**src/rtl/nv_nvdla_cacc_qctrl_pkg.sv**
```systemverilog
// Shared definitions for the CACC Q-Channel request controller.
//   Q_* : 3-bit controller state encodings.
//   qctrl_idle / qctrl_wake : decode of the activity sources (CSB request,
//   op_en) and the low-power permission (pwr_allow).
package nv_nvdla_cacc_qctrl_pkg;

  localparam logic [2:0] Q_RUN     = 3'd0;
  localparam logic [2:0] Q_REQ     = 3'd1;
  localparam logic [2:0] Q_STOPPED = 3'd2;
  localparam logic [2:0] Q_EXIT    = 3'd3;
  localparam logic [2:0] Q_DENIED  = 3'd4;

  function automatic logic qctrl_idle(input logic csb_req_pvld, input logic op_en,
                                      input logic pwr_allow);
    return !csb_req_pvld && !op_en && pwr_allow;
  endfunction

  function automatic logic qctrl_wake(input logic csb_req_pvld, input logic op_en,
                                      input logic pwr_allow);
    return csb_req_pvld || op_en || !pwr_allow;
  endfunction

endpackage

```
**src/rtl/nv_nvdla_cacc_qreq_ctrl_if.sv**
```systemverilog
// Q-Channel bundle between the power controller and the CACC Q-Channel wrapper.
//   qreqn    : request, driven by the controller (0 = request stop)
//   qacceptn : accept, driven by the wrapper (0 = stopped)
//   qdeny    : deny, driven by the wrapper
// master = controller side, slave = wrapper side.
interface nv_nvdla_cacc_qreq_ctrl_if;
  logic qreqn;
  logic qacceptn;
  logic qdeny;

  modport master (output qreqn, input qacceptn, input qdeny);
  modport slave  (input qreqn, output qacceptn, output qdeny);
endinterface

```
**src/rtl/nv_nvdla_cacc_qctrl_idle_cnt.sv**
```systemverilog
// Saturating idle-cycle counter for the Q-Channel controller.
//   nvdla_core_clk / nvdla_core_rst : clock, synchronous active-high reset
//   cnt_en_i    : idle cycle while running; low clears the count
//   idle_done_o : this cycle is the IDLE_CYCLES-th consecutive idle cycle
module nv_nvdla_cacc_qctrl_idle_cnt #(
  parameter int unsigned IDLE_CYCLES = 64,
  parameter int unsigned CNT_W       = 8
) (
  input  logic nvdla_core_clk,
  input  logic nvdla_core_rst,
  input  logic cnt_en_i,
  output logic idle_done_o
);

  localparam logic [CNT_W-1:0] CntMax = CNT_W'(IDLE_CYCLES - 1);

  logic [CNT_W-1:0] cnt_q, cnt_d;

  // Holds at CntMax rather than wrapping; the FSM leaves Q_RUN on that cycle anyway.
  always_comb begin
    cnt_d = cnt_q;
    if (!cnt_en_i) begin
      cnt_d = '0;
    end else if (cnt_q != CntMax) begin
      cnt_d = cnt_q + 1'b1;
    end
  end

  always_ff @(posedge nvdla_core_clk) begin
    if (nvdla_core_rst) begin
      cnt_q <= '0;
    end else begin
      cnt_q <= cnt_d;
    end
  end

  assign idle_done_o = cnt_en_i && (cnt_q == CntMax);

endmodule

```
**src/rtl/nv_nvdla_cacc_qreq_ctrl.sv**
```systemverilog
// Q-Channel power controller in front of the CACC Q-Channel wrapper.
// Requests quiescence after IDLE_CYCLES idle cycles, gates the CACC clock while
// stopped and wakes on CSB request, op_en or withdrawal of pwr_allow.
//   nvdla_core_clk / nvdla_core_rst : clock, synchronous active-high reset
//   csb_req_pvld, op_en, pwr_allow  : activity / permission inputs
//   q_if (master)                   : qreqn out, qacceptn/qdeny in
//   clk_en, q_stopped               : CACC clock enable, stopped indication
//   protocol_err                    : sticky simultaneous accept+deny flag
//   stop_cnt, deny_cnt              : saturating stop/deny statistics
// Macro NVDLA_CACC_QCTRL_STATS_EN enables the statistics counters; without it
// stop_cnt/deny_cnt are tied to zero.
module nv_nvdla_cacc_qreq_ctrl
  import nv_nvdla_cacc_qctrl_pkg::*;
#(
  parameter int unsigned IDLE_CYCLES = 64,
  parameter int unsigned CNT_W       = 8
) (
  input  logic                        nvdla_core_clk,
  input  logic                        nvdla_core_rst,
  input  logic                        csb_req_pvld,
  input  logic                        op_en,
  input  logic                        pwr_allow,
  nv_nvdla_cacc_qreq_ctrl_if.master   q_if,
  output logic                        clk_en,
  output logic                        q_stopped,
  output logic                        protocol_err,
  output logic [CNT_W-1:0]            stop_cnt,
  output logic [CNT_W-1:0]            deny_cnt
);

  logic [2:0] state_q, state_d;
  logic       qreqn_q, clk_en_q, q_stopped_q, perr_q;
  logic       perr_d;
  logic       idle, wake, idle_done;

  assign idle = qctrl_idle(csb_req_pvld, op_en, pwr_allow);
  assign wake = qctrl_wake(csb_req_pvld, op_en, pwr_allow);

  nv_nvdla_cacc_qctrl_idle_cnt #(
    .IDLE_CYCLES (IDLE_CYCLES),
    .CNT_W       (CNT_W)
  ) u_idle_cnt (
    .nvdla_core_clk (nvdla_core_clk),
    .nvdla_core_rst (nvdla_core_rst),
    .cnt_en_i       ((state_q == Q_RUN) && idle),
    .idle_done_o    (idle_done)
  );

  always_comb begin
    state_d = state_q;
    case (state_q)
      Q_EXIT:    if (q_if.qacceptn) state_d = Q_RUN;
      Q_RUN:     if (idle_done) state_d = Q_REQ;
      // Wake is ignored here: qreqn may only rise after accept or deny.
      Q_REQ: begin
        if (!q_if.qacceptn)  state_d = Q_STOPPED;
        else if (q_if.qdeny) state_d = Q_DENIED;
      end
      Q_STOPPED: if (wake) state_d = Q_EXIT;
      Q_DENIED:  if (!q_if.qdeny) state_d = Q_RUN;
      default:   state_d = Q_EXIT;
    endcase
  end

  assign perr_d = perr_q || ((state_q == Q_REQ) && !q_if.qacceptn && q_if.qdeny);

  // Outputs are registered decodes of the next state so they align with state_q.
  always_ff @(posedge nvdla_core_clk) begin
    if (nvdla_core_rst) begin
      state_q     <= Q_EXIT;
      qreqn_q     <= 1'b1;
      clk_en_q    <= 1'b1;
      q_stopped_q <= 1'b0;
      perr_q      <= 1'b0;
    end else begin
      state_q     <= state_d;
      qreqn_q     <= !((state_d == Q_REQ) || (state_d == Q_STOPPED));
      clk_en_q    <= (state_d != Q_STOPPED);
      q_stopped_q <= (state_d == Q_STOPPED);
      perr_q      <= perr_d;
    end
  end

  assign q_if.qreqn   = qreqn_q;
  assign clk_en       = clk_en_q;
  assign q_stopped    = q_stopped_q;
  assign protocol_err = perr_q;

`ifdef NVDLA_CACC_QCTRL_STATS_EN
  logic [CNT_W-1:0] stop_cnt_q, stop_cnt_d, deny_cnt_q, deny_cnt_d;
  logic             stop_evt, deny_evt;

  assign stop_evt = (state_q == Q_REQ) && (state_d == Q_STOPPED);
  assign deny_evt = (state_q == Q_REQ) && (state_d == Q_DENIED);

  always_comb begin
    stop_cnt_d = stop_cnt_q;
    deny_cnt_d = deny_cnt_q;
    if (stop_evt && (stop_cnt_q != '1)) stop_cnt_d = stop_cnt_q + 1'b1;
    if (deny_evt && (deny_cnt_q != '1)) deny_cnt_d = deny_cnt_q + 1'b1;
  end

  always_ff @(posedge nvdla_core_clk) begin
    if (nvdla_core_rst) begin
      stop_cnt_q <= '0;
      deny_cnt_q <= '0;
    end else begin
      stop_cnt_q <= stop_cnt_d;
      deny_cnt_q <= deny_cnt_d;
    end
  end

  assign stop_cnt = stop_cnt_q;
  assign deny_cnt = deny_cnt_q;
`else
  assign stop_cnt = '0;
  assign deny_cnt = '0;
`endif

endmodule

```
**src/flat_wrapper.sv**
```systemverilog
// flat-port wrapper written by rule: the top's interface ports become plain ports
module nv_nvdla_cacc_qreq_ctrl_flat import nv_nvdla_cacc_qctrl_pkg::*;
#(
  parameter int unsigned IDLE_CYCLES = 64,
  parameter int unsigned CNT_W       = 8
)
  (nvdla_core_clk, nvdla_core_rst, csb_req_pvld, op_en, pwr_allow, clk_en, q_stopped, protocol_err, stop_cnt, deny_cnt, q_if_qreqn, q_if_qacceptn, q_if_qdeny);
  nv_nvdla_cacc_qreq_ctrl_if q_if_i ();
  input  logic nvdla_core_clk;
  input  logic nvdla_core_rst;
  input  logic csb_req_pvld;
  input  logic op_en;
  input  logic pwr_allow;
  output logic clk_en;
  output logic q_stopped;
  output logic protocol_err;
  output logic [CNT_W-1:0] stop_cnt;
  output logic [CNT_W-1:0] deny_cnt;
  output wire logic [$bits(q_if_i.qreqn)-1:0] q_if_qreqn;
  input wire logic [$bits(q_if_i.qacceptn)-1:0] q_if_qacceptn;
  input wire logic [$bits(q_if_i.qdeny)-1:0] q_if_qdeny;
  assign q_if_qreqn = q_if_i.qreqn;
  assign q_if_i.qacceptn = q_if_qacceptn;
  assign q_if_i.qdeny = q_if_qdeny;
  nv_nvdla_cacc_qreq_ctrl #(.IDLE_CYCLES(IDLE_CYCLES), .CNT_W(CNT_W)) u_core (.nvdla_core_clk(nvdla_core_clk), .nvdla_core_rst(nvdla_core_rst), .csb_req_pvld(csb_req_pvld), .op_en(op_en), .pwr_allow(pwr_allow), .q_if(q_if_i), .clk_en(clk_en), .q_stopped(q_stopped), .protocol_err(protocol_err), .stop_cnt(stop_cnt), .deny_cnt(deny_cnt));
endmodule
```
**config.mk**
```make
export PLATFORM = sky130hd
export DESIGN_NAME = nv_nvdla_cacc_qreq_ctrl_flat
export DESIGN_NICKNAME = d
export VERILOG_FILES = /design/src/rtl/nv_nvdla_cacc_qctrl_pkg.sv /design/src/rtl/nv_nvdla_cacc_qreq_ctrl_if.sv /design/src/rtl/nv_nvdla_cacc_qctrl_idle_cnt.sv /design/src/rtl/nv_nvdla_cacc_qreq_ctrl.sv /design/src/flat_wrapper.sv
export SDC_FILE = /design/constraint.sdc
export NUM_CORES = 1
export LEC_CHECK = 0
export BUFFER_PORTS_ARGS = -buffer_cell sky130_fd_sc_hd__buf_2
export CORE_UTILIZATION = 30
export CTS_BUF_LIST = sky130_fd_sc_hd__clkbuf_8 sky130_fd_sc_hd__clkbuf_16
export CTS_CLUSTER_SIZE = 30
export DETAILED_ROUTE_END_ITERATION = 10
export SYNTH_ARGS = -nofsm -noshare
export SYNTH_HDL_FRONTEND = slang
export SYNTH_SLANG_ARGS = --single-unit
```
**constraint.sdc**
```tcl
create_clock -name nvdla_core_clk -period 2.5 [get_ports nvdla_core_clk]
set_input_delay 0 -clock nvdla_core_clk [delete_from_list [all_inputs] [get_ports nvdla_core_clk]]
set_output_delay 0 -clock nvdla_core_clk [all_outputs]
set_load 0.01 [all_outputs]
```
After elaboration in Yosys (flattened, before gate mapping). Index checks and enable logic that the tools add are counted. Widths: inputs -> output; s select.

Bitwise operators: 1. Mux-type cells: 7. Reductions and logical operators: 17. Add/sub/neg operators: 1. Equality and inequality tests: 9.

Operators by type and width (count): $mux 3 (6); $pmux 3 s5 (1); $eq 3x2->1 const B (3); $add 8x1->8 const B (1); $eq 8x6->1 const B (1); $ne 8x6->1 const B (1); $eq 3x1->1 const B (2); $logic_and 1x1->1 (6); $logic_not 1->1 (5); $logic_or 1x1->1 (4); $eq 3x3->1 const B (1); $logic_not 3->1 (1); $ne 3x2->1 const B (1); $reduce_or 2->1 (1); $not 1->1 (1).

Output and inout bits: 20. Word-level logic and storage cells: 41. Register bits: 15.

Logic depth before layout (Yosys ltp). Gate-level depths: netlist (run 1).

Word-level depth: 10. Depth in mapped cells: 6. Depth with buffers taken out: 5.

Cells and area by module. From an unflattened synthesis (run 1), not the netlist that was laid out.

Cell total of the unflattened synthesis: 93. Area, all modules: 812.0 um^2.

By module, submodules not included: nv_nvdla_cacc_qreq_ctrl (sequential area each 140.1 um^2, times used 1, cells each 50, area each 429.2 um^2); nv_nvdla_cacc_qctrl_idle_cnt (sequential area each 160.2 um^2, times used 1, cells each 43, area each 382.9 um^2).

Worst setup path before layout (run 1). OpenSTA, ideal clock, no wires.

Path kind: flip-flop to flip-flop. Start point: reg u_core.u_idle_cnt.cnt_q[0]. End point: reg u_core.qreqn_q, in the netlist u_core.q_if.qreqn. Arrival: 1.593 ns. Clock period less this slack: 1.665 ns. Library setup time: 0.072 ns. Slack: 0.835 ns. Stages on the path, launching flop included: 7. Cells stage by stage: dfxtp_1 ha_1 nand3_1 or4_1 buf_2 o211ai_2 mux2i_1.

Word-level cells in the longest chain between the ends: 7. Elaborated cells on any way between the ends: 8.

RTL lines: start: declaration (RTL line nv_nvdla_cacc_qctrl_idle_cnt.sv:17) `logic [CNT_W-1:0] cnt_q, cnt_d;`; start signal: assignment (RTL line nv_nvdla_cacc_qctrl_idle_cnt.sv:33) `cnt_q <= cnt_d;`; $eq 8x6->1 (*) (RTL line nv_nvdla_cacc_qctrl_idle_cnt.sv:37) `assign idle_done_o = cnt_en_i && (cnt_q == CntMax);`; $logic_and 1x1->1 (*) (RTL line nv_nvdla_cacc_qctrl_idle_cnt.sv:37); $mux 3 (*) (RTL line nv_nvdla_cacc_qreq_ctrl.sv:53) `Q_RUN: if (idle_done) state_d = Q_REQ;`; $pmux 3 s5 (*) (RTL line nv_nvdla_cacc_qreq_ctrl.sv:51) `case (state_q)`; $eq 3x1->1 / $eq 3x2->1 (equally long branches) (RTL line nv_nvdla_cacc_qreq_ctrl.sv:77) `qreqn_q <= !((state_d == Q_REQ) || (state_d == Q_STOPPED));`; $logic_or 1x1->1 (*) (RTL line nv_nvdla_cacc_qreq_ctrl.sv:77); $logic_not 1->1 (*) (RTL line nv_nvdla_cacc_qreq_ctrl.sv:77); end signal: assignment (RTL line nv_nvdla_cacc_qreq_ctrl.sv:77); end: declaration (RTL line nv_nvdla_cacc_qreq_ctrl.sv:32) `logic qreqn_q, clk_en_q, q_stopped_q, perr_q;`.

Every way passes the cells marked *; elsewhere a longest branch is shown, timed or not. A chain may end at the register's enable or synchronous reset.

Final worst setup path (run 1). Ends and elaborated chain as after synthesis.

==> results of run 1 <==
critical path, cell delays in order, from the launching register on:
cell      delay [ns]
dfxtp_1         0.39
ha_1            0.21
nand3_1         0.15
or4_1           0.60
o211ai_2        0.27
mux2i_1         0.20
layout by cell type (no fill, tap or decap), types with 3 or more instances in the layout:
cell       n
xnor2_1    3
a21oi_2    4
dfxtp_1   15
inv_1      3
mux2i_1    3
conb_1    16
clkbuf_8   3
nand2_1    3
nor2_1     8
buf_2     10
state kept, by name (all words and copies together) (netlist names):
register,flops
u_core.u_idle_cnt.cnt_q,8
u_core.state_q,3
u_core.clk_en,1
u_core.protocol_err,1
u_core.q_if.qreqn,1
u_core.q_stopped,1
cells by family after synthesis:
| family | synth area share [%] |
|---|---|
| buffers and inverters | 18.5 |
| multiplexers | 3.74 |
| AO/OA/AOI/OAI | 11.5 |
| adder cells (fa/ha/maj) | 1.56 |
| XOR/XNOR | 5.45 |
| AND/OR/NAND/NOR | 21.3 |
| flip-flops | 37.4 |
| other | 0.467 |
final cells by class:
class	instances	area (sq um)	share of cell area, %
multi-input combinational	66	410	47.7
sequential	15	300	34.9
timing repair buffer	11	60.1	6.98
clock buffer	3	41.3	4.80
tap	30	37.5	4.36
inverter	2	7.51	0.872
clock inverter	1	3.75	0.436
repair_timing:
item                       4_1_cts  5_1_grt
hold endpoints to repair         1        0
setup endpoints to repair        0        0
hold buffers                     1        0
how the worst max path moves through the flow:
stage,cells after the start,end,startpoint,slack [ns]
2_1_floorplan,6,u_core.q_if.qreqn,u_core.u_idle_cnt.cnt_q[0],0.84
3_3_place_gp,5,u_core.q_if.qreqn,u_core.u_idle_cnt.cnt_q[0],0.71
3_5_place_dp,5,u_core.q_if.qreqn,u_core.u_idle_cnt.cnt_q[0],0.63
4_1_cts,5,u_core.q_if.qreqn,u_core.u_idle_cnt.cnt_q[0],0.61
5_1_grt,5,u_core.q_if.qreqn,u_core.u_idle_cnt.cnt_q[0],0.49
6_report,5,u_core.q_if.qreqn,u_core.u_idle_cnt.cnt_q[0],0.62
cell usage after synthesis, types with 2 or more instances:
library cell   n  area (sq um)
nand2_1        3          11.3
mux2i_1        3          30.0
a21oi_2        4          35.0
xor2_1         2          17.5
o21ai_0        2          10.0
nor2_1         8          30.0
dfxtp_1       15           300
xnor2_1        3          26.3
nand3_1        2          10.0
inv_1          2          7.51
or4_1          2          15.0
buf_4         16           120
layer usage:
layer | vias to the layer above | wire length (microns) | GRT usage (%) | part of all wire, %
met4 | 0 | 0 | 2.63 | 0
met5 | - | 0 | 0 | 0
li1 | 285 | - | - | -
met2 | 17 | 579 | 15.2 | 47
met3 | 0 | 71 | 5.08 | 5.8
met1 | 255 | 569 | 12.1 | 47
power by group through the flow:
| stage | combinational, W | clock (W) | sequential (W) |
|---|---|---|---|
| floorplan | 0.0000595 | 0 | 0.000263 |
| global placement | 0.0000561 | 0 | 0.000263 |
| detailed placement | 0.0000562 | 0 | 0.000263 |
| CTS | 0.0000577 | 0.000200 | 0.000258 |
| global route | 0.0000646 | 0.000210 | 0.000260 |
| finish | 0.0000573 | 0.000193 | 0.000258 |
stage by stage:
stage,cell area [sq um],total power [W],setup slack [ns],std cells,util [%]
final,861,0.000508,0.620,128,34.4
after global placement,806,0.000319,0.708,123,32.2
after floorplan,860,0.000322,0.835,102,-
after CTS,861,0.000515,0.612,128,34.4
after global routing,861,0.000535,0.486,128,34.4
after detailed placement,806,0.000319,0.634,123,32.2
==> metrics.cfg, run 1 <==
[clock_tree]
cts_resized = 0
numClockSinks = 15
cts_root_buffer = clkbuf_8
clockBufferDepth = 2
cts_setup_buffers = 0
path_clk_slew_ns = 0.06
clock_latency_ns = 0.25
htree_levels = 1
cts_tree = built
numCtsBuffers = 3

[placement]
place.gp.congestion = 0.690
portBuffers = 10
dpl.hpwl_microns = 914

[synthesis]
yosys_warnings = 0
syn_area_sq_um = 803
synth-main-ff-cell = dfxtp_1
synth_edf_count = 0
async_flop_share_pct = 0
synth_cells = 87
ys_seq_elements = 15
syn_avg_cell_area_sq_um = 9.23
synth.distinct_cells = 37
yosysSeqAreaShare_pct = 37.4

[power_and_ir_drop]
switching_share_pct = 24.6
power.switching_w = 0.000125
irDropWorstVdd_mv = 0.333
clkPwrFrac_pct = 38.0
p_comb_share_pct = 11.3
leakage_nw = 0.355
p_seq_share_pct = 50.7
intPower_w = 0.000383
p_per_area_mw_per_mm2 = 591

[timing]
hold_viol = 0
hold-worst-slack_ns = 0.0118
finalCriticalPeriod_ns = 1.88
post-route-period-util_pct = 75.2
max_freq_mhz = 532
setup_viol = 0
setup-tns-final_ns = 0
rsz0062_at_grt = false
drv_slew = 0
fin_skew_ns = 0.00215

[floorplanning]
pin_count = 27
die_area_sq_mm = 0.00289
rows = 18
die_y_microns = 53.7
die_x_microns = 53.7
core-area_sq_mm = 0.00250
floorplan.initialDensity_pct = 32.1

[routing]
wirelength_mm = 1.22
wire_per_inst_microns = 9.53
drt-vias-per-instance = 4.35
drtIter0Drc = 9
dr.pass1.iters = 4
vias = 557
route.detailed.drc = 0
postRouteAntennaNets = 0

[worst_setup_path]
reg2reg_depth = 5
ff2ff_setup_slack_ns = 0.62
endpoint_kind = flip-flop
arrival_ns = 2.06
critPathMaxFanout = 6
required_ns = 2.68
r2r_start = u_core.u_idle_cnt.cnt_q[0]
path_class = flip-flop to flip-flop
setup.worst_path.start_class = flip-flop
rr_endpoint = u_core.q_if.qreqn

[run_status]
outcome = finished, final reports clean

[finish]
drive_gt1_share_pct = 20.4
n_fill_cell = 265
antenna_cells = 0
syn_to_final_growth_pct = 7.17
nets = 107

[hold_path]
hp-start = q_if_qdeny
holdPathStages = 3
min_path_type = input pin to flip-flop
holdPathEnd = u_core.protocol_err

[grt]
grt_use_total_pct = 9.92
antenna_found_initial = 0
grt_pass1_vias = 462
grt_pass1_wl_mm = 2.01
overflow = 0
grt_max_degree = 10

[run]
cap_violations = 0

No activity file was read; power rests on OpenSTA's default activity.
==> inputs of run 2 (changes only) <==
==> constraint.sdc (replaced) <==
create_clock -name nvdla_core_clk -period 1.9 [get_ports nvdla_core_clk]
set_input_delay 0 -clock nvdla_core_clk [delete_from_list [all_inputs] [get_ports nvdla_core_clk]]
set_output_delay 0 -clock nvdla_core_clk [all_outputs]
set_load 0.01 [all_outputs]
==> metrics.cfg, run 2 (synthesized netlist as in run 1, its figures left out) <==
[floorplanning]
die_x_microns = 53.7  ; unchanged
rows = 18  ; unchanged
floorplan.initialDensity_pct = 32.1  ; unchanged
pin_count = 27  ; unchanged
die_area_sq_mm = 0.00289  ; unchanged
core-area_sq_mm = 0.00250  ; unchanged
die_y_microns = 53.7  ; unchanged

[worst_setup_path]
crit_chain = ha_1 > nand3_1 > or4_1 > buf_4 > xnor2_1 > nor2_1  ; was ha_1 > nand3_1 > or4_1 > o211ai_2 > mux2i_1
slowest_delay_ns = 0.48  ; was 0.60 ns
path_class = flip-flop to flip-flop  ; unchanged
arrival_ns = 1.85  ; was 2.06 ns
required_ns = 2.02  ; was 2.68 ns
crit_end = u_core.u_idle_cnt.cnt_q[0]  ; was u_core.q_if.qreqn
critPathMaxFanout = 5  ; was 6
reg2reg_depth = 6  ; was 5
ff2ff_setup_slack_ns = 0.18  ; was 0.62 ns
endpoint_kind = flip-flop  ; unchanged
setup.worst_path.start_class = flip-flop  ; unchanged
startpoint = u_core.u_idle_cnt.cnt_q[0]  ; unchanged
r2r_start = u_core.u_idle_cnt.cnt_q[0]  ; unchanged
rr_endpoint = u_core.u_idle_cnt.cnt_q[0]  ; was u_core.q_if.qreqn
slowest_stage = or4_1  ; unchanged

[finish]
final_common_cell = conb_1  ; unchanged
regMostFlops = u_core.u_idle_cnt.cnt_q  ; unchanged
top_regs = u_core.u_idle_cnt.cnt_q: 8 flops, u_core.state_q: 3 flops  ; unchanged
antenna_cells = 0  ; unchanged
layout_common_cells = conb_1 (16), dfxtp_1 (15), buf_2 (10)  ; unchanged
nets = 107  ; unchanged
drive_gt1_share_pct = 21.4  ; was 20.4%
fin_util_pct = 34.3  ; was 34.4%
largest_reg_flops = 8  ; unchanged
syn_to_final_growth_pct = 6.85  ; was 7.17%

[clock_tree]
cts_tree = built  ; unchanged
numClockSinks = 15  ; unchanged
cts_setup_buffers = 0  ; unchanged
cts_resized = 0  ; unchanged
cts_root_buffer = clkbuf_8  ; unchanged
clockBufferDepth = 2  ; unchanged
htree_levels = 1  ; unchanged
numCtsBuffers = 3  ; unchanged
hold_buffers = 0  ; was 1
path_clk_slew_ns = 0.06  ; about the same
clock_latency_ns = 0.24  ; was 0.25 ns

[power_and_ir_drop]
p_per_area_mw_per_mm2 = 770  ; was 591 mW/mm^2
irDropWorstVdd_mv = 0.546  ; was 0.333 mV
leakage_nw = 0.355  ; about the same

[routing]
wl_met3_microns = 51  ; was 71 microns
wl_met1_microns = 544  ; was 569 microns
wire_per_inst_microns = 9.48  ; was 9.53 microns
routed.top_layer = met3  ; unchanged
wirelength_mm = 1.21  ; was 1.22 mm
drt-vias-per-instance = 4.36  ; was 4.35
vias = 558  ; was 557
postRouteAntennaNets = 0  ; unchanged
wl_met2_microns = 618  ; was 579 microns
dr.pass1.iters = 3  ; was 4
drtIter0Drc = 2  ; was 9
route.detailed.drc = 0  ; unchanged

[timing]
hold_viol = 0  ; unchanged
setup_viol = 0  ; unchanged
max_freq_mhz = 580  ; was 532 MHz
rsz0062_at_grt = false  ; unchanged
fin_skew_ns = 0.00206  ; was 0.00215 ns
post-route-period-util_pct = 90.7  ; was 75.2%
drv_slew = 0  ; unchanged
finalCriticalPeriod_ns = 1.72  ; was 1.88 ns
setup-tns-final_ns = 0  ; unchanged

[grt]
grt_pass1_vias = 464  ; was 462
overflow = 0  ; unchanged
antenna_found_initial = 0  ; unchanged
grt_max_degree = 10  ; unchanged
grt_use_total_pct = 9.39  ; was 9.92%
grt_pass1_wl_mm = 1.95  ; was 2.01 mm

[run]
cap_violations = 0  ; unchanged

[placement]
portBuffers = 10  ; unchanged
place.gp.congestion = 0.788  ; was 0.690
dpl.hpwl_microns = 957  ; was 914 microns

[hold_path]
holdPathStages = 2  ; was 3
min_path_type = input pin to flip-flop  ; unchanged

[run_status]
outcome = finished, final reports clean  ; unchanged

## run 2: cell types whose count changed in the layout (fill, tap and decap cells not counted), sizes merged
cell / change
buf: +1
dlygate4sd3: -1
## run 2: area by class of cell
| cell class | instances | area, sq um |
|---|---|---|
| inverters | 2 | 7.51 |
| clock buffers | 3 | 41.3 |
| fillers | 265 | 1640 |
| well taps | 30 | 37.5 |
| multi-input cells | 66 | 410 |
| flip-flops and latches | 15 | 300 |
| repair buffers | 11 | 57.6 |
| clock inverters | 1 | 3.75 |
## run 2: worst min-delay path by stage
stage | to | slack (ns) | startpoint
after floorplan | u_core.protocol_err | 0.07 | nvdla_core_rst
after global placement | u_core.protocol_err | 0.26 | nvdla_core_rst
after detailed placement | u_core.protocol_err | 0.27 | nvdla_core_rst
after CTS | u_core.protocol_err | 0.005 | nvdla_core_rst
after global routing | u_core.protocol_err | 0.02 | nvdla_core_rst
final | u_core.protocol_err | 0.008 | nvdla_core_rst
## run 2: stage by stage
step	hold WS (ns)	total power, W	worst slack (ns)	area, sq um	instances
6_report	0.00818	0.000661	0.176	858	128
5_1_grt	0.0205	0.000693	0.0113	858	128
4_1_cts	0.00450	0.000670	0.168	858	128
3_5_place_dp	0.267	0.000421	0.191	813	124
3_3_place_gp	0.260	0.000419	0.243	813	124
2_1_floorplan	0.0724	0.000424	0.235	860	102
## run 2: power by group
group / switching (W) / internal [W] / leakage, nW
sequential: 0.0000117 / 0.000328 / 0.122
combinational: 0.0000431 / 0.0000315 / 0.206
clock: 0.000104 / 0.000143 / 0.0269
## run 2: routing by layer
| layer | track usage (%) | up-vias |
|---|---|---|
| met5 | 0 | - |
| met3 | 3.39 | 0 |
| met4 | 2.63 | 0 |
| met1 | 10.5 | 257 |
| li1 | - | 288 |
| met2 | 16.5 | 13 |
## run 2: worst max-delay path, delay by kind of cell, from the launching register on
family | cells | cell delay, ns
flops | 1 | 0.38
simple gates | 3 | 0.69
buf+inv | 1 | 0.19
xor+xnor | 1 | 0.14
fa+ha+maj | 1 | 0.20
